`src/rtl/mips_trace_pkg.sv`:
```
// Shared definitions for the commit-trace unit: capture modes, FSM
// encodings and the layout of one trace record.
package mips_trace_pkg;

    localparam logic [1:0] MODE_OFF    = 2'd0;
    localparam logic [1:0] MODE_ALL    = 2'd1;
    localparam logic [1:0] MODE_WRITES = 2'd2;
    localparam logic [1:0] MODE_TRIG   = 2'd3;

    typedef enum logic [2:0] {
        ST_IDLE    = 3'd0,
        ST_RUN     = 3'd1,
        ST_ARMED   = 3'd2,
        ST_CAPTURE = 3'd3,
        ST_DONE    = 3'd4
    } trace_state_t;

    // Record layout, LSB first: dm_wdata, dm_addr, gpr_wdata, gpr_addr, d, g, pc
    function automatic int rec_w(int pc_w, int ra_w, int dm_aw, int data_w);
        return pc_w + 2 + ra_w + dm_aw + 2 * data_w;
    endfunction

    function automatic int off_dm_addr(int data_w);
        return data_w;
    endfunction

    function automatic int off_gpr_wdata(int data_w, int dm_aw);
        return data_w + dm_aw;
    endfunction

    function automatic int off_gpr_addr(int data_w, int dm_aw);
        return 2 * data_w + dm_aw;
    endfunction

    function automatic int off_d(int data_w, int dm_aw, int ra_w);
        return 2 * data_w + dm_aw + ra_w;
    endfunction

    function automatic int off_g(int data_w, int dm_aw, int ra_w);
        return off_d(data_w, dm_aw, ra_w) + 1;
    endfunction

    function automatic int off_pc(int data_w, int dm_aw, int ra_w);
        return off_d(data_w, dm_aw, ra_w) + 2;
    endfunction

endpackage

```
`src/rtl/mips_trace_unit_fifo.sv`:
```
// Synchronous FIFO for trace records. The head entry is held in an output
// register so the consumer sees a registered, stable record; a push into
// the slot that is about to become the head is forwarded into that register.
module trace_fifo #(
    parameter int W     = 8,
    parameter int DEPTH = 16
) (
    input  logic                       clk,
    input  logic                       rst,
    input  logic                       push,
    input  logic [W-1:0]               push_data,
    input  logic                       pop,
    output logic [W-1:0]               pop_data,
    output logic                       full,
    output logic                       empty,
    output logic [$clog2(DEPTH):0]     level
);
    localparam int AW = $clog2(DEPTH);
    localparam logic [AW:0] LVL_FULL = (AW + 1)'(DEPTH);

    logic [W-1:0]  mem [DEPTH];
    logic [AW-1:0] wr_ptr_reg, rd_ptr_reg, rd_ptr_next;
    logic [AW:0]   level_reg;
    logic [W-1:0]  dout_reg;
    logic          push_ok, pop_ok;

    // Handshake qualification; a pop frees a slot for a same-cycle push
    always_comb begin
        full        = (level_reg == LVL_FULL);
        empty       = (level_reg == '0);
        pop_ok      = pop && !empty;
        push_ok     = push && (!full || pop_ok);
        rd_ptr_next = pop_ok ? rd_ptr_reg + AW'(1) : rd_ptr_reg;
    end

    // Storage array, no reset so it maps onto RAM
    always_ff @(posedge clk) begin
        if (push_ok)
            mem[wr_ptr_reg] <= push_data;
    end

    // Pointers, occupancy and the registered head entry
    always_ff @(posedge clk or negedge rst) begin
        if (!rst) begin
            wr_ptr_reg <= '0;
            rd_ptr_reg <= '0;
            level_reg  <= '0;
            dout_reg   <= '0;
        end else begin
            if (push_ok)
                wr_ptr_reg <= wr_ptr_reg + AW'(1);
            rd_ptr_reg <= rd_ptr_next;
            if (push_ok && !pop_ok)
                level_reg <= level_reg + (AW + 1)'(1);
            else if (pop_ok && !push_ok)
                level_reg <= level_reg - (AW + 1)'(1);
            if (push_ok || pop_ok)
                dout_reg <= (push_ok && (wr_ptr_reg == rd_ptr_next)) ? push_data
                                                                     : mem[rd_ptr_next];
        end
    end

    assign pop_data = dout_reg;
    assign level    = level_reg;

endmodule

```
`src/rtl/mips_trace_unit.sv`:
```
// Commit-trace capture unit: filters retiring instructions, optionally waits
// for a trigger PC, and queues bounded trace records for a valid/ready drain.
module mips_trace_unit
    import mips_trace_pkg::*;
#(
    parameter int DATA_W     = 32,
    parameter int PC_W       = 32,
    parameter int RA_W       = 5,
    parameter int DM_AW      = 10,
    parameter int FIFO_DEPTH = 16,
    parameter int CNT_W      = 16
) (
    input  logic                                  clk,
    input  logic                                  rst,
    input  logic                                  commit,
    input  logic [PC_W-1:0]                       commit_pc,
    input  logic                                  gpr_we,
    input  logic [RA_W-1:0]                       gpr_addr,
    input  logic [DATA_W-1:0]                     gpr_wdata,
    input  logic                                  dm_we,
    input  logic [DM_AW-1:0]                      dm_addr,
    input  logic [DATA_W-1:0]                     dm_wdata,
    input  logic [1:0]                            cfg_mode,
    input  logic [PC_W-1:0]                       cfg_trig_pc,
    input  logic [CNT_W-1:0]                      cfg_count,
    input  logic                                  cfg_arm,
    input  logic                                  cfg_stop,
    output logic                                  trace_valid,
    input  logic                                  trace_ready,
    output logic [PC_W+2+RA_W+DM_AW+2*DATA_W-1:0] trace_data,
    output logic [2:0]                            state,
    output logic [CNT_W-1:0]                      drop_cnt,
    output logic                                  overflow,
    output logic [$clog2(FIFO_DEPTH):0]           fifo_level
);
    localparam int REC_W = rec_w(PC_W, RA_W, DM_AW, DATA_W);
    localparam int O_DMA = off_dm_addr(DATA_W);
    localparam int O_GW  = off_gpr_wdata(DATA_W, DM_AW);
    localparam int O_GA  = off_gpr_addr(DATA_W, DM_AW);
    localparam int O_D   = off_d(DATA_W, DM_AW, RA_W);
    localparam int O_G   = off_g(DATA_W, DM_AW, RA_W);
    localparam int O_PC  = off_pc(DATA_W, DM_AW, RA_W);

    trace_state_t     state_reg;
    logic [1:0]       mode_reg;
    logic [CNT_W-1:0] cap_cnt_reg, cap_cnt_next;
    logic [CNT_W-1:0] drop_cnt_reg;
    logic             overflow_reg;

    logic             g, d, trig_hit, cap_event, hit_limit, pop, fifo_full, fifo_empty;
    logic [REC_W-1:0] rec;

    // Event qualification and record assembly; unused fields stay zero
    always_comb begin
        g            = gpr_we && (gpr_addr != '0);
        d            = dm_we;
        trig_hit     = (state_reg == ST_ARMED) && commit && (commit_pc == cfg_trig_pc);
        cap_event    = trig_hit ||
                       (((state_reg == ST_RUN) || (state_reg == ST_CAPTURE)) && commit &&
                        ((mode_reg != MODE_WRITES) || g || d));
        cap_cnt_next = cap_cnt_reg + CNT_W'(1);
        hit_limit    = (cfg_count != '0) && (cap_cnt_next == cfg_count);
        rec                    = '0;
        rec[0 +: DATA_W]       = d ? dm_wdata : '0;
        rec[O_DMA +: DM_AW]    = d ? dm_addr : '0;
        rec[O_GW +: DATA_W]    = g ? gpr_wdata : '0;
        rec[O_GA +: RA_W]      = g ? gpr_addr : '0;
        rec[O_D]               = d;
        rec[O_G]               = g;
        rec[O_PC +: PC_W]      = commit_pc;
    end

    // Capture FSM: arming, trigger, length limit; stop overrides everything
    always_ff @(posedge clk or negedge rst) begin
        if (!rst) begin
            state_reg   <= ST_IDLE;
            mode_reg    <= MODE_OFF;
            cap_cnt_reg <= '0;
        end else if (cfg_stop) begin
            state_reg <= ST_IDLE;
        end else begin
            case (state_reg)
                ST_IDLE, ST_DONE: begin
                    if (cfg_arm) begin
                        mode_reg    <= cfg_mode;
                        cap_cnt_reg <= '0;
                        if ((cfg_mode == MODE_ALL) || (cfg_mode == MODE_WRITES))
                            state_reg <= ST_RUN;
                        else if (cfg_mode == MODE_TRIG)
                            state_reg <= ST_ARMED;
                    end
                end
                ST_ARMED: begin
                    if (trig_hit) begin
                        cap_cnt_reg <= cap_cnt_next;
                        state_reg   <= hit_limit ? ST_DONE : ST_CAPTURE;
                    end
                end
                ST_RUN, ST_CAPTURE: begin
                    if (cap_event) begin
                        cap_cnt_reg <= cap_cnt_next;
                        if (hit_limit)
                            state_reg <= ST_DONE;
                    end
                end
                default: state_reg <= ST_IDLE;
            endcase
        end
    end

    // Loss accounting: a push into a full FIFO with no pop is dropped
    always_ff @(posedge clk or negedge rst) begin
        if (!rst) begin
            drop_cnt_reg <= '0;
            overflow_reg <= 1'b0;
        end else if (cap_event && fifo_full && !pop) begin
            overflow_reg <= 1'b1;
            if (drop_cnt_reg != '1)
                drop_cnt_reg <= drop_cnt_reg + CNT_W'(1);
        end
    end

    assign pop         = trace_valid && trace_ready;
    assign trace_valid = !fifo_empty;
    assign state       = state_reg;
    assign drop_cnt    = drop_cnt_reg;
    assign overflow    = overflow_reg;

    trace_fifo #(
        .W     (REC_W),
        .DEPTH (FIFO_DEPTH)
    ) u_fifo (
        .clk       (clk),
        .rst       (rst),
        .push      (cap_event),
        .push_data (rec),
        .pop       (pop),
        .pop_data  (trace_data),
        .full      (fifo_full),
        .empty     (fifo_empty),
        .level     (fifo_level)
    );

endmodule

```
`config.mk`:
```
export PLATFORM = sky130hd
export DESIGN_NAME = mips_trace_unit
export DESIGN_NICKNAME = d
export VERILOG_FILES = /design/src/rtl/mips_trace_pkg.sv /design/src/rtl/mips_trace_unit_fifo.sv /design/src/rtl/mips_trace_unit.sv
export SDC_FILE = /design/constraint.sdc
export NUM_CORES = 2
export LEC_CHECK = 0
export CORE_UTILIZATION = 60
export DETAILED_ROUTE_END_ITERATION = 8
export DONT_BUFFER_PORTS = 1
export MAX_ROUTING_LAYER = met4
export PLACE_DENSITY = 0.76
export SKIP_CTS_REPAIR_TIMING = 1
export SLEW_MARGIN = 10
export SYNTH_ARGS = -nofsm -noshare
export SYNTH_HDL_FRONTEND = slang
export SYNTH_SLANG_ARGS = --single-unit
export TNS_END_PERCENT = 5
```
`constraint.sdc`:
```
create_clock -name clk -period 16.4 [get_ports clk]
set_input_delay 3.28 -clock clk [delete_from_list [all_inputs] [get_ports clk]]
set_output_delay 3.28 -clock clk [all_outputs]
set_load 0.005 [all_outputs]
```
# After elaboration in Yosys (flattened, before gate mapping)
# Memory sizes are Yosys's and may differ from the RTL's. A register that Yosys moved wholly into a read port is not among the register bits.
# Cells that the tools add are included.
word_totals:
  reg_bits: 51
  mem_bits_rw: 1808
  input_bits: 169
  out_inout_bits: 139
  wordCells: 96
  memories: 1
op_classes:
  addsub: 6
  eq_ne: 20
  mux: 22
  bitwise_logic: 1
  reduce_logical: 38
mem_list:
  columns: ["name", "depth", "width", "read_ports", "rd_clocked_by_memory_dff", "write_ports", "line_no", "rtl"]
  rows:
  - ["u_fifo.mem", 16, 113, 1, 1, 1, "mips_trace_unit_fifo.sv:21", "logic [W-1:0] mem [DEPTH];"]
ops:
  columns: ["cell", "n"]
  rows:
  - ["$mux W32", 2]
  - ["$mux W16", 3]
  - ["$pmux W16 S3", 1]
  - ["$add A16 B1 Y16 const B", 2]
  - ["$eq A32 B32 Y1", 1]
  - ["$mux W3", 8]
  - ["$eq A16 B16 Y1", 1]
  - ["$ne A16 B16 Y1 const B", 1]
  - ["$reduce_bool A16 Y1", 1]
  - ["$mux W5", 3]
  - ["$logic_and A1 B1 Y1", 13]
  - ["$ne A3 B3 Y1 const B", 4]
  - ["$mux W10", 1]
  - ["$reduce_and A5 Y1", 2]
  - ["$pmux W3 S3", 1]
  - ["$add A4 B1 Y4 const B", 2]
  - ["$ne A2 B2 Y1 const B", 4]
  - ["$logic_or A1 B1 Y1", 7]
  - ["$eq A3 B2 Y1 const B", 2]
  - ["$logic_not A1 Y1", 6]
  - ["$add A5 B1 Y5 const B", 1]
  - ["$eq A5 B5 Y1 const B", 1]
  - ["$logic_not A5 Y1", 1]
  - ["$reduce_bool A5 Y1", 1]
  - ["other kinds (15)", 18]

# Longest topological paths before layout
depth:
  ltp_word: 11
  ltp_mapped: 15
  depth_no_buf: 13

# Hierarchy
# A second synthesis with hierarchy kept.
unflattened:
  cells_unflattened: 5114
  hier_area_um2: 91730.5
by_module_without_submodules:
  columns: ["mod", "n_inst", "cells_per_inst", "area_each_um2", "seq_area_each_um2"]
  rows:
  - ["trace_fifo", 1, 4692, 88324.7, 57445.1]
  - ["mips_trace_unit", 1, 422, 3405.8, 950.9]

# Worst setup path after synthesis
# OpenSTA, ideal clock, no wires.
synth_path:
  kind: "input-to-reg"
  start: "input port commit"
  end: "memory u_fifo.mem[3][0] in the netlist's numbering (enable)"
  setup_time_ps: 723
  arrival_time_ps: 12198
  required_time_ps: 15677
  path_slack_ps: 3479
  stages: 7
  path_buffers: 0
  cell_sequence: "nor4bb_1 > nor4bb_1 > and4_1 > nand4_1 > a21oi_1 > nand2_1 > nor3_1"
synth_via:
  elab_chain_cells: 6
  elab_cells_between_ends: 8
  classes_between: "mux (2); reduce/logical (6)"
synth_rtl:
  columns: ["item", "line_no", "rtl"]
  rows:
  - ["from (decl)", "mips_trace_unit.sv:15", "input logic commit,"]
  - ["$logic_and A1 B1 Y1, on equally long branches (2 in series)", "mips_trace_unit.sv:57, mips_trace_unit.sv:59", null]
  - ["$logic_or A1 B1 Y1 *", "mips_trace_unit.sv:58", "cap_event = trig_hit ||"]
  - ["$logic_and A1 B1 Y1 *", "mips_trace_unit_fifo.sv:32", "push_ok = push && (!full || pop_ok);"]
  - ["$mux W1 *", "mips_trace_unit_fifo.sv:38", "if (push_ok)"]
  - ["$mux W1 (not written as such) *", "mips_trace_unit_fifo.sv:39", "mem[wr_ptr_reg] <= push_data;"]
  - ["to (decl)", "mips_trace_unit_fifo.sv:21", null]
# Every way passes the cells marked *; elsewhere a longest branch is shown, timed or not.

# Worst setup path after layout
layout_path:
  start: "input port commit"
  end: "register u_fifo.dout_reg[73] (netlist: u_fifo.pop_data[73]), read port of u_fifo.mem"
layout_via:
  elab_chain_cells: 5
  elab_cells_between_ends: 7
  classes_between: "reduce/logical (7)"
layout_rtl:
  columns: ["item", "line_no", "rtl"]
  rows:
  - ["$logic_and A1 B1 Y1, on equally long branches (2 in series)", "mips_trace_unit.sv:57, mips_trace_unit.sv:59", null]
  - ["$logic_or A1 B1 Y1 *", "mips_trace_unit.sv:58", null]
  - ["$logic_and A1 B1 Y1 *", "mips_trace_unit_fifo.sv:32", null]
  - ["$logic_or A1 B1 Y1 *", "mips_trace_unit_fifo.sv:57", "if (push_ok || pop_ok)"]
  - ["to (decl)", "mips_trace_unit_fifo.sv:24", "logic [W-1:0] dout_reg;"]
# Marks and branches as above.
# A chain may end at the register's enable or synchronous reset.

==> results_dict.tcl <==
set metrics [dict create \
    status "completed" \
    drc 0 \
    grt_usage_pct 35.0 \
    cts-buffers-inserted 199 \
    final.setup.tns_ns 0 \
    ys.flop_type "edfxtp_1" \
    p_leak_nw 33.0 \
    clkPwrFrac_pct 26.7 \
    drv_cap 0 \
    fmax_mhz 114 \
    critPathCaptureType "register" \
    drive_above_1_share_pct 12.3 \
    clk_latency_ns 0.85 \
    slew_headroom_pct 13.2 \
    synth_cells 6758 \
    drt_pass1_iterations 6 \
    port_buffers 0 \
    detail-route-antenna-nets 0 \
    path_class "in -> reg" \
    initial_core_util_pct 60.5 \
    yosysTopAreaCellShare_pct 58.3 \
    p_total_mw 17.1 \
    area_growth_pct 8.41 \
    async_flop_share_pct 8.32 \
    syn_area_mm2 0.0932 \
    synth.most_common_cell "edfxtp_1" \
    coreArea_mm2 0.154 \
    rsz0062_at_grt "no" \
    grt_overflow_total 0 \
    switching_share_pct 37.2 \
    ys_ff_latch 1972 \
    drt_iter0_markers 9266 \
    synth_edf_count 1808 \
    dp_cells 8293 \
    synth.distinct_cells 84 \
    synth_common_cells "edfxtp_1, mux2i_1, o21ai_0" \
    tightest_slew_ns 1.30 \
    fin_skew_ns 0.0349 \
    die_x_um 396 \
    ys_seq_area_share_pct 62.7 \
    hp-class "reg -> reg" \
    p_switching_mw 6.36 \
    hold_violations 0 \
    final_area_mm2 0.101 \
    setup_viol 0 \
    gp_congestion 0.882 \
    rows 144 \
    cts.root.buffer_cell "clkbuf_16" \
    synth.largest_area_cell "edfxtp_1" \
    htreeDepth 4 \
    clkTransAtPathRegs_ns 0.07 \
    syn_area_per_cell_um2 13.8 \
    power.internal_mw 10.7 \
    largest_reg_flops 1808 \
    comb_power_share_pct 37.9 \
    worstSetupStartpointType "input pin" \
    grt_max_degree 213 \
    dieArea_mm2 0.157 \
    fin_nets 6633 \
    pwr-share-seq_pct 35.4 \
    critPathMaxFanout 65 \
    vias_per_cell 7.46 \
    syn-num-nets 6941 \
    top_register "u_fifo.mem" \
    layout_min_cycle_time_ns 8.74 \
    io_pins 308 \
    maxSlewViolCount 0 \
    place_area_mm2 0.0944 \
    dp_hpwl_um 148000 \
    worstPathRequired_ns 17.14 \
    vdd_drop_max_uv 218 \
    instances_no_fill 8686 \
    antenna_found_initial 23 \
    fin_crit_sh_pct 53.3 \
    fin_util_pct 65.6 \
    wl_per_cell_um 31.3 \
    routed_wl_um 272000 \
    clkSinkCount 1972 \
    worstPathArrival_ns 9.49 \
    cts.path.max_buffers 3 \
    vias 64816 \
    netlist_top_cells_area "edfxtp_1, mux2i_1, dfrtp_1" \
    grt_first_pass_wirelength_um 400000 \
    ys_warn_count 0 \
    power.density_mw_per_mm2 169 \
    fp.dieH_um 396 \
    cts_tree "yes" \
    grt_pass1_vias 63822 \
]
[final timing paths]
| check | slack [ns] | cells past startpoint | to | start |
|---|---|---|---|---|
| worst max register to register | 9.46 | 11 | u_fifo.pop_data[73]$_DFFE_PN0P_ | state[2]$_DFFE_PN0P_ |
| worst min register to register | 0.51 | 1 | mode_reg[1]$_DFFE_PN0P_ | mode_reg[1]$_DFFE_PN0P_ |
| min in group asynchronous | 2.15 | 0 | u_fifo.pop_data[25]$_DFFE_PN0P_ | rst |
| worst max-delay path | 7.66 | 11 | u_fifo.pop_data[73]$_DFFE_PN0P_ | commit |
| worst min-delay path | 0.51 | 1 | mode_reg[1]$_DFFE_PN0P_ | mode_reg[1]$_DFFE_PN0P_ |
| max in group asynchronous | 13.94 | 0 | u_fifo.pop_data[48]$_DFFE_PN0P_ | rst |
[critical path, stage by stage]
cell,delay [ns]
nor4bb_4,0.85
nor4bb_1,0.39
and4_1,0.28
nand4_1,0.82
a21oi_2,1.11
inv_1,0.19
ha_4,0.50
inv_4,0.90
buf_4,0.72
nand3_1,0.15
o21a_1,0.21
[placed cells by master (no fill, tap or decap), types with 21 or more instances in the layout]
cell / count
xor2_1: 48
dfrtp_1: 162
o2111ai_1: 69
nand2_1: 130
o21a_1: 106
and2_1: 82
a221oi_1: 23
edfxtp_1: 1808
nand3_1: 140
a211oi_1: 219
clkinv_2: 34
clkbuf_1: 55
mux2i_1: 638
clkbuf_8: 26
nor4_1: 66
o21ai_0: 393
buf_4: 106
a221o_1: 22
nor2_1: 211
o211ai_1: 44
a21oi_1: 171
o2111a_1: 21
a31oi_1: 45
clkbuf_16: 202
a22o_1: 104
mux4_2: 136
nor3_1: 207
inv_1: 42
nor2b_1: 120
o221ai_1: 288
mux2_2: 194
o22ai_1: 326
xnor2_1: 34
[layout make-up]
class,count,area (um^2)
Tap cell,2044,2560
Fill cell,10532,53000
Multi-Input combinational cell,4113,32300
Antenna cell,18,45.0
Inverter,50,206
Clock inverter,92,943
Timing Repair Buffer,114,956
Clock buffer,283,5620
Sequential cell,1972,58400
[cell families after synthesis]
| family | Yosys count | share of synthesized area [%] |
|---|---|---|
| mux | 970 | 12.5 |
| fa+ha+maj | 14 | 0.196 |
| buf+inv | 673 | 3.04 |
| xor+xnor | 85 | 0.822 |
| compound gates | 1971 | 14.8 |
| simple gates | 1073 | 5.94 |
| flops | 1972 | 62.7 |
[metal layers]
layer	GRT usage [%]	up-vias	part of all wire (%)
met1	45.8	32621	37
met2	53.0	4511	46
met5	-	-	0
met4	16.2	0	4.6
li1	-	26891	-
met3	7.10	793	12
[per-stage QoR]
step	hold WS, ns	setup WS, ns
2_1_floorplan	0.465	3.48
3_3_place_gp	0.489	7.14
3_5_place_dp	0.490	7.12
4_1_cts	0.512	7.99
5_1_grt	0.522	7.66
6_report	0.510	7.66
[power by group through the flow]
stage	Clock (mW)	Combinational, mW	Sequential, mW
after CTS	4.57	6.32	6.04
after global placement	0	6.09	6.14
after floorplan	0	4.62	5.95
after detailed placement	0	6.29	6.14
final	4.56	6.46	6.05
after global routing	4.76	6.79	6.06
No activity file was read; power rests on OpenSTA's default activity.
